===== src/rtl/dcache_linefill.sv =====
// Data-cache line fill engine: issues one 8-beat burst read for a missing
// line and streams each returned beat into four 32x8 byte-lane RAMs at
// {line, word}. A memory error during the burst aborts the fill.
module dcache_linefill #(
  parameter int LINES = 4
) (
  input  logic                       clk,
  input  logic                       reset_n,
  input  logic                       fill_req,
  input  logic [26:0]                fill_addr,
  input  logic [$clog2(LINES)-1:0]   fill_line,
  output logic                       fill_busy,
  output logic                       fill_done,
  output logic                       fill_err,
  output logic                       mem_rdreq,
  output logic [31:0]                mem_addr,
  input  logic                       mem_ack,
  input  logic [31:0]                mem_rdata,
  input  logic                       mem_rdvalid,
  input  logic                       mem_err,
  output logic [$clog2(LINES)+2:0]   ram_waddr,
  output logic [31:0]                ram_datain,
  output logic [3:0]                 ram_we
);

  localparam int LINE_W = $clog2(LINES);

  typedef enum logic [2:0] {
    IDLE  = 3'd0,
    REQ   = 3'd1,
    BURST = 3'd2,
    DONE  = 3'd3,
    ERR   = 3'd4
  } state_t;

  state_t              state_reg, state_next;
  logic [26:0]         addr_reg, addr_next;
  logic [LINE_W-1:0]   line_reg, line_next;
  logic [2:0]          cnt_reg, cnt_next;
  logic [3:0]          we_reg, we_next;
  logic [LINE_W+2:0]   waddr_reg, waddr_next;
  logic [31:0]         wdata_reg, wdata_next;

  // State and datapath registers; everything visible at the ports comes from
  // here, so an asserted reset clears all outputs without waiting for a clock.
  always_ff @(posedge clk or negedge reset_n) begin
    if (!reset_n) begin
      state_reg <= IDLE;
      addr_reg  <= '0;
      line_reg  <= '0;
      cnt_reg   <= '0;
      we_reg    <= '0;
      waddr_reg <= '0;
      wdata_reg <= '0;
    end else begin
      state_reg <= state_next;
      addr_reg  <= addr_next;
      line_reg  <= line_next;
      cnt_reg   <= cnt_next;
      we_reg    <= we_next;
      waddr_reg <= waddr_next;
      wdata_reg <= wdata_next;
    end
  end

  // Next-state and datapath updates; RAM write strobe defaults to idle so it
  // only fires in the cycle after an accepted beat.
  always_comb begin
    state_next = state_reg;
    addr_next  = addr_reg;
    line_next  = line_reg;
    cnt_next   = cnt_reg;
    we_next    = 4'b0000;
    waddr_next = waddr_reg;
    wdata_next = wdata_reg;
    case (state_reg)
      IDLE: begin
        if (fill_req) begin
          addr_next  = fill_addr;
          line_next  = fill_line;
          cnt_next   = 3'd0;
          state_next = REQ;
        end
      end
      REQ: begin
        // Beats or errors arriving before the ack are not ours; ignore them.
        if (mem_ack) begin
          state_next = BURST;
        end
      end
      BURST: begin
        if (mem_err) begin
          // Error wins over a coincident beat: that beat is never written.
          state_next = ERR;
        end else if (mem_rdvalid) begin
          we_next    = 4'b1111;
          waddr_next = {line_reg, cnt_reg};
          wdata_next = mem_rdata;
          cnt_next   = cnt_reg + 3'd1;
          if (cnt_reg == 3'd7) begin
            state_next = DONE;
          end
        end
      end
      DONE:    state_next = IDLE;
      ERR:     state_next = IDLE;
      default: state_next = IDLE;
    endcase
  end

  assign fill_busy  = (state_reg != IDLE);
  assign fill_done  = (state_reg == DONE);
  assign fill_err   = (state_reg == ERR);
  assign mem_rdreq  = (state_reg == REQ);
  assign mem_addr   = {addr_reg, 5'b00000};
  assign ram_we     = we_reg;
  assign ram_waddr  = waddr_reg;
  assign ram_datain = wdata_reg;

endmodule


===== config.mk =====
export PLATFORM = sky130hd
export DESIGN_NAME = dcache_linefill
export DESIGN_NICKNAME = d
export VERILOG_FILES = /design/src/rtl/dcache_linefill.sv
export SDC_FILE = /design/constraint.sdc
export NUM_CORES = 1
export LEC_CHECK = 0
export BUFFER_PORTS_ARGS = -buffer_cell sky130_fd_sc_hd__clkbuf_2
export CAP_MARGIN = 20
export CORE_UTILIZATION = 49
export CTS_CLUSTER_DIAMETER = 100
export DETAILED_ROUTE_END_ITERATION = 8
export PLACE_DENSITY_LB_ADDON = 0.3
export SLEW_MARGIN = 20
export SYNTH_ARGS = -nofsm -noshare
export SYNTH_HDL_FRONTEND = slang
export SYNTH_SLANG_ARGS = --single-unit

===== constraint.sdc =====
create_clock -name clk -period 2.31 [get_ports clk]
set_input_delay 0.693 -clock clk [delete_from_list [all_inputs] [get_ports clk]]
set_output_delay 0.693 -clock clk [all_outputs]
set_load 0.02 [all_outputs]

==> Word level (Yosys, flattened, before mapping) <==
Cells that the tools add are included.
{ "op_classes": {"n_reduce_logical": 7, "div": 0, "order_cmp": 0, "mul": 0, "shifts": 0, "bitwise_logic": 1, "muxes": 13, "n_eq_ne": 11, "addsub": 1} }
{ "ops": {"columns": ["op", "count"], "rows": [
  ["3-bit 2-to-1 mux", 8],
  ["4-bit 2-to-1 mux", 3],
  ["3-bit one-hot mux with 3 select lines", 1],
  ["4-bit AND reduction", 2],
  ["3-bit by 2-bit equality test with 1-bit output (second input constant)", 2],
  ["3-bit equality test (second input constant)", 2],
  ["2-bit != test (second input constant)", 3],
  ["3-bit != test (second input constant)", 2],
  ["3-bit one-hot mux with 2 select lines", 1],
  ["3-bit by 1-bit adder with 3-bit output (second input constant)", 1],
  ["3-bit by 1-bit equality test with 1-bit output (second input constant)", 1],
  ["3-bit zero test", 1],
  ["3-bit AND reduction", 1],
  ["3-bit nonzero test", 1],
  ["2-bit by 1-bit != test with 1-bit output (second input constant)", 1],
  ["2-bit AND reduction", 1],
  ["2-bit nonzero test", 1],
  ["1-bit NOT", 1]
]} }
{ "word_totals": {"mem_bits_ro": 0, "memories": 0, "ramBits": 0, "latch_bits": 0, "regBits": 76} }

==> Depth between registers and ports, before layout <==
{ "logic_depth": {"depth_word": 5, "depth_mapped": 5} }

==> Worst setup path after synthesis <==
OpenSTA, ideal clock, no wires.
{ "synth_timing": {"path_type": "flip-flop to output port", "start": "register state_reg[1]", "end": "output port mem_rdreq", "path_slack_ns": 0.587, "required_ns": 1.617, "path_stages_with_launch": 2, "arrival_time_ns": 1.030, "cell_sequence": "dfrtp_1 > nor3b_1"} }
{ "synth_via": {"elab_chain_cells": 1} }
{ "synth_lines": {"columns": ["item", "line_no", "text"], "rows": [
  ["start, declared", "36", "state_t state_reg, state_next;"],
  ["start signal, assigned", "56", "state_reg <= state_next;"],
  ["3-bit by 1-bit equality test with 1-bit output", "114", "assign mem_rdreq = (state_reg == REQ);"],
  ["end, declared", "15", "output logic mem_rdreq,"]
]} }
No other way between the ends.

==> Worst setup path after layout <==
{ "layout_timing": {"start": "register state_reg[1]", "end": "output port fill_busy"} }
{ "layout_via": {"elab_chain_cells": 1} }
{ "layout_lines": {"columns": ["item", "line_no", "text"], "rows": [
  ["3-bit nonzero test", "111", "assign fill_busy = (state_reg != IDLE);"],
  ["end, declared", "12", "output logic fill_busy,"]
]} }
No other way between the ends.

==> results.ini <==
[power_and_ir_drop]
p_int_mw=3.28
swShare_pct=39.6
pwr-share-clk_pct=15.6
p_leak_nw=2.10
total_power_mw=5.44
p_switching_mw=2.15
ir_drop_mv=0.748
combPwrFrac_pct=43.7
seqPwrFrac_pct=40.7
p_per_area_nw_per_um2=1390

[sta]
hold_violations=0
period_share_pct=90.6
hold_ws_ns=0.368
setup_viol=0
timing_worst_slew_pin_value_ns=0.504
period_needed_ns=2.09
slew_headroom_pct=65.9
fin_tns_setup_ns=0
fmax_ghz=0.478
rsz0062_at_grt=false
slew_viol_final=0
fin_skew_ns=0.00924

[worst_setup_path]
crit_required_ns=1.62
critPathMaxStageDelay_ns=0.46
path_max_fanout=8
start_kind=flop
end_kind=output pin
cp_slowest_cell=dfrtp_1
crit_chain=or3_4 > clkbuf_2
worstSetupPathType=reg -> out
worstPathArrival_ns=1.40

[routing]
wl_met2_um=2810
wl_per_cell_um=14.5
drc_errors=0
ant_nets=0
wl_um=5950
top_layer_used=met4
wl_met1_um=2550
drtIter0Drc=77
vias_per_cell=4.90
wl_met3_um=481
drtPass1Iterations=4
num_vias=2019

[cts]
cts_buffer_depth=2
holdBufCountCts=0
clock-sinks=73
cts_tree=built
post_cts_buffers=0
clk-insertion-delay-late_ns=0.34
post_cts_resized=0
clk_pin_slew_ns=0.08
root_buffer=clkbuf_8
cts_buffers=9
cts.htree.levels=3

[finish]
fin_util_pct=65.9
largest_reg_flops=32
design_area_um2=3900
layout-drive-gt1-share_pct=59.1
syn_to_final_growth_pct=29.8
num-nets-final=401
layout_common_cells=137 x clkbuf_2, 73 x dfrtp_1, 29 x mux2_1
mostFrequentLayoutCell=clkbuf_2
num_antenna_cells=0

[die]
initial_core_util_pct=50.7
core_region_area_um2=5920
design.portCount=144
rows=28
die_w_um=80.3
die_area_um2=6450
die_h_um=80.3

[grt]
grt_util_all_layers_pct=19.9
grt_pass1_vias=2013
grt_start_max_net_pins=74
grt_pass1_wl_um=9500
antenna_found_initial=0
grt_overflow=0

[placement]
placed_area_um2=3730
gp_congestion=0.848
hpwl_um=4410
io_buffer_count=138

[status]
status=complete, no violations

[synth]
synth_edf_count=0
synth_seq_cells=73
ys_warn_count=0
synth-main-ff-cell=dfrtp_1
seq_area_frac_synth_pct=60.8
synthArstFlopShare_pct=100
synth_cell_type_count=28
synth_cells=190
syn-cell-area_um2=3000
syn_area_per_cell_um2=15.8

[worst_hold_path]
hold_path_class=in -> async

[flow_run]
maxCapViolCount=0

==> critical path: cells and delay by family, from the launching register on <==
kind          cells  cell delay [ns]
flops             1             0.46
buf+inv           1             0.17
simple gates      1             0.44
==> metrics by stage <==
stage | worst slack (ns) | cells
2_1_floorplan | 0.587 | 194
3_3_place_gp | 0.307 | 396
3_5_place_dp | 0.268 | 396
4_1_cts | 0.203 | 412
5_1_grt | 0.170 | 412
6_report | 0.216 | 412
==> cell families after synthesis <==
kind of cell	synth area share (%)
buffers and inverters	4.91
flip-flops	60.8
AO/OA/AOI/OAI	2.00
multiplexers	27.4
other	0.125
adder cells (fa/ha/maj)	0.833
AND/OR/NAND/NOR	3.87
==> power groups by stage <==
stage          logic (mW)  registers, mW  clock network, mW
2_1_floorplan       0.937           2.86                  0
3_3_place_gp         2.34           2.20                  0
3_5_place_dp         2.41           2.23                  0
4_1_cts              2.41           2.21              0.878
5_1_grt              2.55           2.29              0.929
6_report             2.38           2.21              0.848
==> cells in the mapped netlist, types with 3 or more instances <==
cell type,n,share of area (%)
dfrtp_1,73,61
mux2_1,29,11
mux2_4,19,9.5
mux2_2,18,6.7
buf_4,8,2.0
buf_6,6,2.2
o21ai_0,6,1.0
inv_1,4,0.50
nor2_1,3,0.37
==> layout make-up <==
| class | instances | area, um2 |
|---|---|---|
| inverters | 4 | 15.0 |
| clock buffers | 9 | 124 |
| fillers | 460 | 2020 |
| flip-flops and latches | 73 | 1830 |
| multi-input cells | 102 | 1050 |
| clock inverters | 7 | 45.0 |
| repair buffers | 142 | 746 |
| well taps | 75 | 93.8 |
==> per-layer routing <==
metal  vias up  track usage (%)
met1       968             23.5
met5         -                0
li1        934                -
met3        12             5.91
met4         0             10.4
met2       105             32.7
==> worst paths after layout <==
path	slack, ns	endpoint	start	cells past startpoint
max	0.22	fill_busy	state_reg[1]	2
min	0.37	addr_reg[6]	reset_n	2
max reg2reg	0.54	addr_reg[4]	state_reg[1]	4
min reg2reg	0.49	addr_reg[9]	addr_reg[9]	1
max in group asynchronous	1.64	state_reg[1]	reset_n	2
min in group clk	0.49	addr_reg[9]	addr_reg[9]	1
(Power assumes the default switching activity.)
